--- config.mk ---
export PLATFORM = sky130hd
export DESIGN_NAME = irq_controller
export DESIGN_NICKNAME = d
export VERILOG_FILES = /design/src/rtl/irq_controller.sv
export SDC_FILE = /design/constraint.sdc
export NUM_CORES = 1
export LEC_CHECK = 0
export ABC_AREA = 1
export CAP_MARGIN = 5
export CORE_ASPECT_RATIO = 1.1
export CORE_MARGIN = 2
export CORE_UTILIZATION = 30
export CTS_BUF_LIST = sky130_fd_sc_hd__clkbuf_8 sky130_fd_sc_hd__clkbuf_16
export CTS_CLUSTER_DIAMETER = 60
export DETAILED_ROUTE_END_ITERATION = 8
export GPL_TIMING_DRIVEN = 0
export PLACE_DENSITY = 0.66
export SYNTH_ARGS = -nofsm -noshare
export SYNTH_HDL_FRONTEND = slang
export SYNTH_SLANG_ARGS = --single-unit
--- constraint.sdc ---
create_clock -name clk -period 1.5 [get_ports clk]
set_input_delay 0.3 -clock clk [delete_from_list [all_inputs] [get_ports clk]]
set_output_delay 0.3 -clock clk [all_outputs]
set_load 0.01 [all_outputs]
--- src/rtl/irq_controller.sv ---
// Purpose : NUM_SRC-source interrupt controller with edge/level sources, enable masks,
//           a lowest-index-wins priority encoder and a claim/complete handshake on the 64-bit bus.
// Latency : source edge -> interrupt_req in 2 cycles; bus read data 1 cycle after the strobe.
// Backpressure: none; every strobe is accepted in the cycle it is presented.
// Ports   : clk/reset (sync, active-high); irq_src (synchronised sources);
//           bus_sel/bus_address/bus_write_data/bus_write_enable/bus_read_enable -> bus_read_data/bus_read_valid;
//           interrupt_req/interrupt_vector to the CPU, interrupt_done back from it.
// Register map (bus_address[4:3]): 0 PENDING (W1C, edge bits), 1 ENABLE, 2 MODE (1=edge), 3 CLAIM.
module irq_controller #(
  parameter int                 NUM_SRC    = 8,
  parameter int                 VEC_W      = 6,
  parameter logic [NUM_SRC-1:0] MODE_RESET = {NUM_SRC{1'b1}}
) (
  input  logic               clk,
  input  logic               reset,
  input  logic [NUM_SRC-1:0] irq_src,
  input  logic               bus_sel,
  input  logic [4:0]         bus_address,
  input  logic [63:0]        bus_write_data,
  input  logic               bus_write_enable,
  input  logic               bus_read_enable,
  output logic [63:0]        bus_read_data,
  output logic               bus_read_valid,
  output logic               interrupt_req,
  output logic [VEC_W-1:0]   interrupt_vector,
  input  logic               interrupt_done
);

  localparam logic [1:0] REG_PENDING = 2'd0;
  localparam logic [1:0] REG_ENABLE  = 2'd1;
  localparam logic [1:0] REG_MODE    = 2'd2;
  localparam logic [1:0] REG_CLAIM   = 2'd3;

  localparam logic [0:0] S_IDLE = 1'b0;
  localparam logic [0:0] S_BUSY = 1'b1;

  logic [NUM_SRC-1:0] r_pending;
  logic [NUM_SRC-1:0] r_prev_src;
  logic [NUM_SRC-1:0] r_enable;
  logic [NUM_SRC-1:0] r_mode;
  logic [0:0]         r_state;
  logic [VEC_W-1:0]   r_in_service;
  // Low for the first cycle after reset: r_prev_src is cleared by reset, so a
  // source still held high would otherwise look like a fresh 0->1 edge.
  logic               r_armed;

  logic               w_rd;
  logic               w_wr;
  logic [1:0]         w_sel;
  logic [NUM_SRC-1:0] w_active;
  logic [VEC_W-1:0]   w_winner_id;
  logic [NUM_SRC-1:0] w_win_onehot;
  logic               w_claim;
  logic               w_complete;
  logic [NUM_SRC-1:0] w_edge_set;
  logic [NUM_SRC-1:0] w_edge_clr;
  logic [NUM_SRC-1:0] w_pending_next;
  logic [0:0]         w_next_state;
  logic [VEC_W-1:0]   w_next_in_service;
  logic [63:0]        w_rdata;
  logic               w_unused;

  assign w_rd     = bus_sel & bus_read_enable;
  assign w_wr     = bus_sel & bus_write_enable;
  assign w_sel    = bus_address[4:3];
  assign w_active = r_pending & r_enable;
  assign w_unused = ^{bus_address[2:0], bus_write_data};

  // Scan from the top down so the lowest active index is the last one written.
  always_comb begin
    w_winner_id  = '0;
    w_win_onehot = '0;
    for (int i = NUM_SRC - 1; i >= 0; i--) begin
      if (w_active[i]) begin
        w_winner_id  = VEC_W'(i + 1);
        w_win_onehot = NUM_SRC'(1) << i;
      end
    end
  end

  assign w_claim    = w_rd && (w_sel == REG_CLAIM) && (r_state == S_IDLE) && (w_winner_id != '0);
  assign w_complete = (r_state == S_BUSY) &&
                      (interrupt_done ||
                       (w_wr && (w_sel == REG_CLAIM) && (bus_write_data[VEC_W-1:0] == r_in_service)));

  assign w_edge_set = irq_src & ~r_prev_src & {NUM_SRC{r_armed}};
  assign w_edge_clr = (w_claim ? w_win_onehot : {NUM_SRC{1'b0}}) |
                      ((w_wr && (w_sel == REG_PENDING)) ? bus_write_data[NUM_SRC-1:0] : {NUM_SRC{1'b0}});

  // Edge bits: set beats clear. Level bits simply follow the source.
  assign w_pending_next = (r_mode & ((r_pending & ~w_edge_clr) | w_edge_set)) |
                          (~r_mode & irq_src);

  always_comb begin
    w_next_state      = r_state;
    w_next_in_service = r_in_service;
    if (w_claim) begin
      w_next_state      = S_BUSY;
      w_next_in_service = w_winner_id;
    end else if (w_complete) begin
      w_next_state      = S_IDLE;
      w_next_in_service = '0;
    end
  end

  always_comb begin
    w_rdata = '0;
    case (w_sel)
      REG_PENDING: w_rdata[NUM_SRC-1:0] = r_pending;
      REG_ENABLE:  w_rdata[NUM_SRC-1:0] = r_enable;
      REG_MODE:    w_rdata[NUM_SRC-1:0] = r_mode;
      REG_CLAIM:   w_rdata[VEC_W-1:0]   = (r_state == S_BUSY) ? r_in_service : w_winner_id;
      default:     w_rdata              = '0;
    endcase
  end

  always_ff @(posedge clk) begin
    if (reset) begin
      r_pending        <= '0;
      r_prev_src       <= '0;
      r_enable         <= '0;
      r_mode           <= MODE_RESET;
      r_state          <= S_IDLE;
      r_in_service     <= '0;
      r_armed          <= 1'b0;
      interrupt_req    <= 1'b0;
      interrupt_vector <= '0;
      bus_read_data    <= '0;
      bus_read_valid   <= 1'b0;
    end else begin
      r_prev_src   <= irq_src;
      r_armed      <= 1'b1;
      r_pending    <= w_pending_next;
      r_state      <= w_next_state;
      r_in_service <= w_next_in_service;
      if (w_wr && (w_sel == REG_ENABLE)) begin
        r_enable <= bus_write_data[NUM_SRC-1:0];
      end
      if (w_wr && (w_sel == REG_MODE)) begin
        r_mode <= bus_write_data[NUM_SRC-1:0];
      end
      bus_read_valid <= w_rd;
      bus_read_data  <= w_rd ? w_rdata : 64'd0;
      // Outputs follow the state being entered, so a claim drops the request
      // in the same cycle the claim data returns.
      if (w_next_state == S_BUSY) begin
        interrupt_req    <= 1'b0;
        interrupt_vector <= w_next_in_service;
      end else begin
        interrupt_req    <= (w_winner_id != '0);
        interrupt_vector <= w_winner_id;
      end
    end
  end

endmodule
# After elaboration in Yosys (flattened, before gate mapping)
# Index checks and enable logic that the tools add are counted.
# word_totals
register_bits	112
in_bits	83
output_inout_bits	72
# classes
n_eq_ne	4
n_mux	27
bitwise	16
n_reduce_logical	14
# op_table
operator	count
two-way mux 8 bit	10
two-way mux 6 bit	9
AND 8 bit	6
inverter 8 bit	3
OR 8 bit	3
one-hot mux 6 bit (4 select lines)	1
two-way mux 4 bit	3
logical AND 1 bit	9
== test 6 bit	1
one-hot mux 2 bit (3 select lines)	1
nonzero test 6 bit	1
== test 2 bit (second input constant)	2
OR reduction 2 bit	2
two-way mux 1 bit	3
AND 1 bit	2
== test 2 x 1 -> 1 bit (second input constant)	1
zero test 2 bit	1
inverter 1 bit	2
logical OR 1 bit	1

# Longest topological paths before layout
# logic_depth
word_depth	18
mapped_depth	14
depth_no_buf	13

# Worst setup path after synthesis
# Ideal clock, no wire load.
# synth_timing
path_kind	register to register
from	register r_enable[0]
to	register interrupt_vector[2]
setup_time_ns	0.109
t_arrival_ns	1.368
required_time_ns	1.391
setup_slack_ns	0.023
path_stages_with_launch	12
path_buffers	1
synth_period_minus_slack_ns	1.477
path_cell_list	dfxtp_1 -> nand2_2 -> nand3_1 -> o21bai_1 -> nand3_2 -> nand2_4 -> buf_6 -> nand3_2 -> nand2_1 -> clkinv_1 -> nand2_1 -> inv_1
# synth_via
elab_chain_len	6
# synth_rtl
item	line	rtl
from (decl)	39	logic [NUM_SRC-1:0] r_enable;
from (signal assigned)	137	r_enable <= bus_write_data[NUM_SRC-1:0];
AND 8 bit (*)	66	assign w_active = r_pending & r_enable;
two-way mux 6 bit (*)	74	if (w_active[i]) begin
nonzero test 6 bit	81	assign w_claim = w_rd && (w_sel == REG_CLAIM) && (r_state == S_IDLE) && (w_winner_id != '0);
logical AND 1 bit	81	
two-way mux 6 bit or two-way mux 1 bit (tied branches)	97	if (w_claim) begin
two-way mux 6 bit (*)	146	if (w_next_state == S_BUSY) begin
to (signal assigned)	148	interrupt_vector <= w_next_in_service;
to (signal assigned)	151	interrupt_vector <= w_winner_id;
to (decl)	25	output logic [VEC_W-1:0] interrupt_vector,
# Every way passes the cells marked *; elsewhere a longest branch is shown, timed or not.
# A chain may end at the register's enable or synchronous reset.

# Worst setup path in the final report
# layout_timing
from	input bus_write_enable
to	register interrupt_vector[2]
# layout_via
elab_chain_len	8
# layout_rtl
item	line	rtl
from (decl)	20	input logic bus_write_enable,
AND 1 bit (*)	64	assign w_wr = bus_sel & bus_write_enable;
logical AND 1 bit (*) (2 in series)	84	(w_wr && (w_sel == REG_CLAIM) && (bus_write_data[VEC_W-1:0] == r_in_service)));
logical OR 1 bit (*)	83	(interrupt_done ||
logical AND 1 bit (*)	82	assign w_complete = (r_state == S_BUSY) &&
two-way mux 6 bit or two-way mux 1 bit (tied branches)	100	end else if (w_complete) begin
two-way mux 6 bit or two-way mux 1 bit (tied branches)	97	
two-way mux 6 bit (*)	146	
# Marked as above.

==> results.py <==
metrics = {
    "die": {
        "io_pins": 155,
        "row_count": 38,
        "die_y_microns": 110,
        "die_area_sq_mm": 0.0109,
        "start_util_pct": 30.9,
        "die_x_microns": 99.9,
        "coreArea_sq_mm": 0.00984,
    },
    "placement": {
        "dp_hpwl_mm": 6.57,
        "io_buffers": 39,
        "dp.cells": 641,
        "place_congestion": 0.939,
    },
    "cts": {
        "cts_tree": "built",
        "htree_levels": 2,
        "clock_sinks": 56,
        "numCtsBuffers": 5,
        "clock_path_buffers": 2,
        "cts.hold.buffers_added": 0,
        "cts-root-buf": "clkbuf_8",
        "clkLatencyLatePin_ps": 310,
        "clk_pin_slew_ps": 100,
    },
    "sta": {
        "finalSetupTns_ps": -30.5,
        "timing.final.ws_setup_ps": -15.9,
        "worst_pin_slew_ps": 608,
        "fmax_mhz": 660,
        "skew_ps": 5.01,
        "max-slew-margin-rel_pct": 59.2,
        "setup_viol": 3,
        "fin_crit_ps": 1520,
        "post-route-period-util_pct": 101,
        "finalMaxSlewViolations": 0,
        "rsz0062_at_grt": "yes",
        "hold_violations": 0,
    },
    "detailed_routing": {
        "drcViolationCount": 0,
        "via_per_inst": 4.37,
        "antenna_left": 0,
        "wl_per_cell_microns": 12.9,
        "routed_wl_mm": 8.65,
        "first_iter_violations": 111,
        "firstDrtPassIters": 5,
        "vias": 2919,
    },
    "logic_synthesis": {
        "netlist_area_sq_mm": 0.00304,
        "syn_avg_cell_area_sq_um": 7.11,
        "postSynthCellCount": 427,
        "synth.distinct_cells": 31,
        "ys_ff_latch": 56,
        "ys_seq_area_share_pct": 36.9,
        "yosys_warnings": 0,
    },
    "global_route": {
        "gr-total-overflow": 0,
        "antenna_found_initial": 0,
        "grt_pass1_vias": 2654,
        "track_usage_pct": 15.7,
        "grt_pass1_wl_mm": 13.4,
        "grt_max_degree": 17,
    },
    "critical_path": {
        "critical_path.slowest_cell": "clkdlybuf4s50_1",
        "cp_cell_sequence": "clkdlybuf4s50_1 > nand2_4 > nor2_1 > nand3_1 > o21ai_2 > nand2_2 > nand3_2 > nand3_1 > nand2_1 > inv_1",
        "cp_max_fo": 6,
        "crit_type": "primary input to register",
        "crit_path_end_kind": "register",
        "crit_required_ps": 1720,
        "slowest_delay_ps": 500,
        "cpMostUsedCell": "nand3_1",
        "crit_arrival_ps": 1740,
        "cp-start-kind": "primary input",
        "reg2reg_depth": 13,
    },
    "power_and_ir_drop": {
        "powerDensity_mw_per_mm2": 736,
        "vdd_drop_max_v": 0.000420,
        "p_leak_nw": 2.29,
    },
    "final_layout": {
        "diodes": 0,
        "final_nets": 630,
        "fin_util_pct": 44.0,
        "final_cells": 668,
        "fill_cells": 1011,
        "drive_gt1_share_pct": 30.5,
        "areaGrowthSynthToFinish_pct": 42.6,
    },
    "flow_run": {
        "max-cap-violations": 0,
    },
    "hold_path": {
        "min_path_cells": 3,
        "hold_path_class": "primary input to register",
    },
    "status": {
        "violations": "negative setup slack",
        "status": "complete, but fails checks",
    },
}
layout make-up:
| type | instances | area, sq um | share of cell area, % |
|---|---|---|---|
| plain buffers | 64 | 474 | 10.9 |
| clock buffers | 5 | 68.8 | 1.59 |
| clock inverters | 3 | 38.8 | 0.895 |
| inverters | 72 | 270 | 6.24 |
| multi-input cells | 290 | 1630 | 37.6 |
| flip-flops and latches | 56 | 1140 | 26.4 |
| well taps | 120 | 150 | 3.47 |
| repair buffers | 58 | 558 | 12.9 |
stage by stage:
step                setup slack, ps  total power, mW  hold slack [ps]  instance area [sq um]
global placement               -836             2.15              479                   3780
detailed placement             -855             2.15              491                   3780
finish                        -15.9             3.19              454                   4330
floorplan                      23.3             1.97              415                   3240
CTS                           -16.8             3.16              439                   4180
global route                   -118             3.32              442                   4330
worst max-delay path, delay by kind of cell:
kind,cells,cell delay [ps]
simple gates,7,760
compound gates,1,150
buf+inv,2,530
metal layers:
layer | global-route usage (%) | vias up | share of wire, %
li1 | - | 1498 | -
met1 | 20.2 | 1280 | 44
met2 | 27.1 | 127 | 48
met3 | 2.10 | 14 | 6.3
met4 | 5.19 | 0 | 2.3
met5 | 0 | - | 0
cells in the final DEF, fill, tap and decap left out, types with 3 or more instances in the layout:
master,instances
nand3_4,5
nand2_1,64
o21ai_0,26
inv_1,63
a221oi_1,3
o31ai_1,6
nand2_2,12
dfxtp_2,12
buf_4,72
nand3_2,8
conb_1,56
o211ai_1,9
buf_6,3
nor2_4,5
nor3_2,3
nor3_1,3
a21oi_1,17
nor2_2,3
clkdlybuf4s50_1,26
dlymetal6s2s_1,4
clkbuf_8,5
nand2_4,9
dlygate4sd2_1,7
dfxtp_1,42
a21oi_2,6
nor2_1,22
inv_2,9
nand4_1,3
buf_2,3
nand3_1,21
where the power goes:
group / internal (mW) / switching [mW] / total [mW]
clock network: 0.490 / 0.500 / 0.990
registers: 1.55 / 0.0420 / 1.59
logic: 0.278 / 0.332 / 0.610
total: 2.31 / 0.874 / 3.19
cell families (layout without fill, tap and decap cells):
group	after synthesis	count (layout)	synth area share, %
other	1	56	0.123
buffers and inverters	136	202	24.3
AND/OR/NAND/NOR	159	159	23.9
flip-flops	56	56	36.9
AO/OA/AOI/OAI	75	75	14.8
repair_timing:
action                     in CTS  in global routing
hold endpoints to repair        0                  0
gates resized for setup        67                 42
buffers inserted               16                  2
pin swaps                      19                  9
setup endpoints to repair      51                 51
cloned                          1                  0
cells in the mapped netlist:
cell type,instances,area share (%)
buf_1,1,0.12
nor2_4,1,0.37
inv_1,69,8.5
nand3_2,2,0.66
dfxtp_1,56,37
clkbuf_1,4,0.49
o211ai_1,9,2.2
a21oi_1,23,3.8
nor2_1,26,3.2
buf_2,1,0.16
a221oi_1,3,0.87
nor4_4,1,0.70
nor3_2,1,0.33
o31ai_1,6,1.5
o21ai_0,27,4.4
nand3_1,32,5.3
nand4_1,3,0.62
o21bai_1,3,0.74
nand2_4,2,0.74
inv_2,1,0.12
nand2_1,79,9.8
conb_1,1,0.12
a41oi_1,1,0.29
buf_4,56,14
o221ai_1,2,0.58
buf_6,2,0.74
nand2_2,4,0.82
nor2_2,3,0.62
a32o_1,1,0.33
nor3_1,5,0.82
clkinv_1,2,0.25
final timing paths:
check / slack [ps] / end / from
max reg2reg: -10 / interrupt_vector[0] / r_enable[0]
min: 450 / r_enable[5] / bus_write_data[5]
max: -20 / interrupt_vector[2] / bus_write_enable
min reg2reg: 510 / r_pending[5] / r_prev_src[5]
registers in the layout, indices dropped and copies added, names as in the netlist:
register and count:
interrupt_vector 6, r_mode 8, interrupt_req 1, r_prev_src 8, r_pending 8, bus_read_valid 1
r_enable 8, r_in_service 6, r_armed 1, bus_read_data 8, r_state 1
Note: power is estimated with default switching activity, not from simulation.
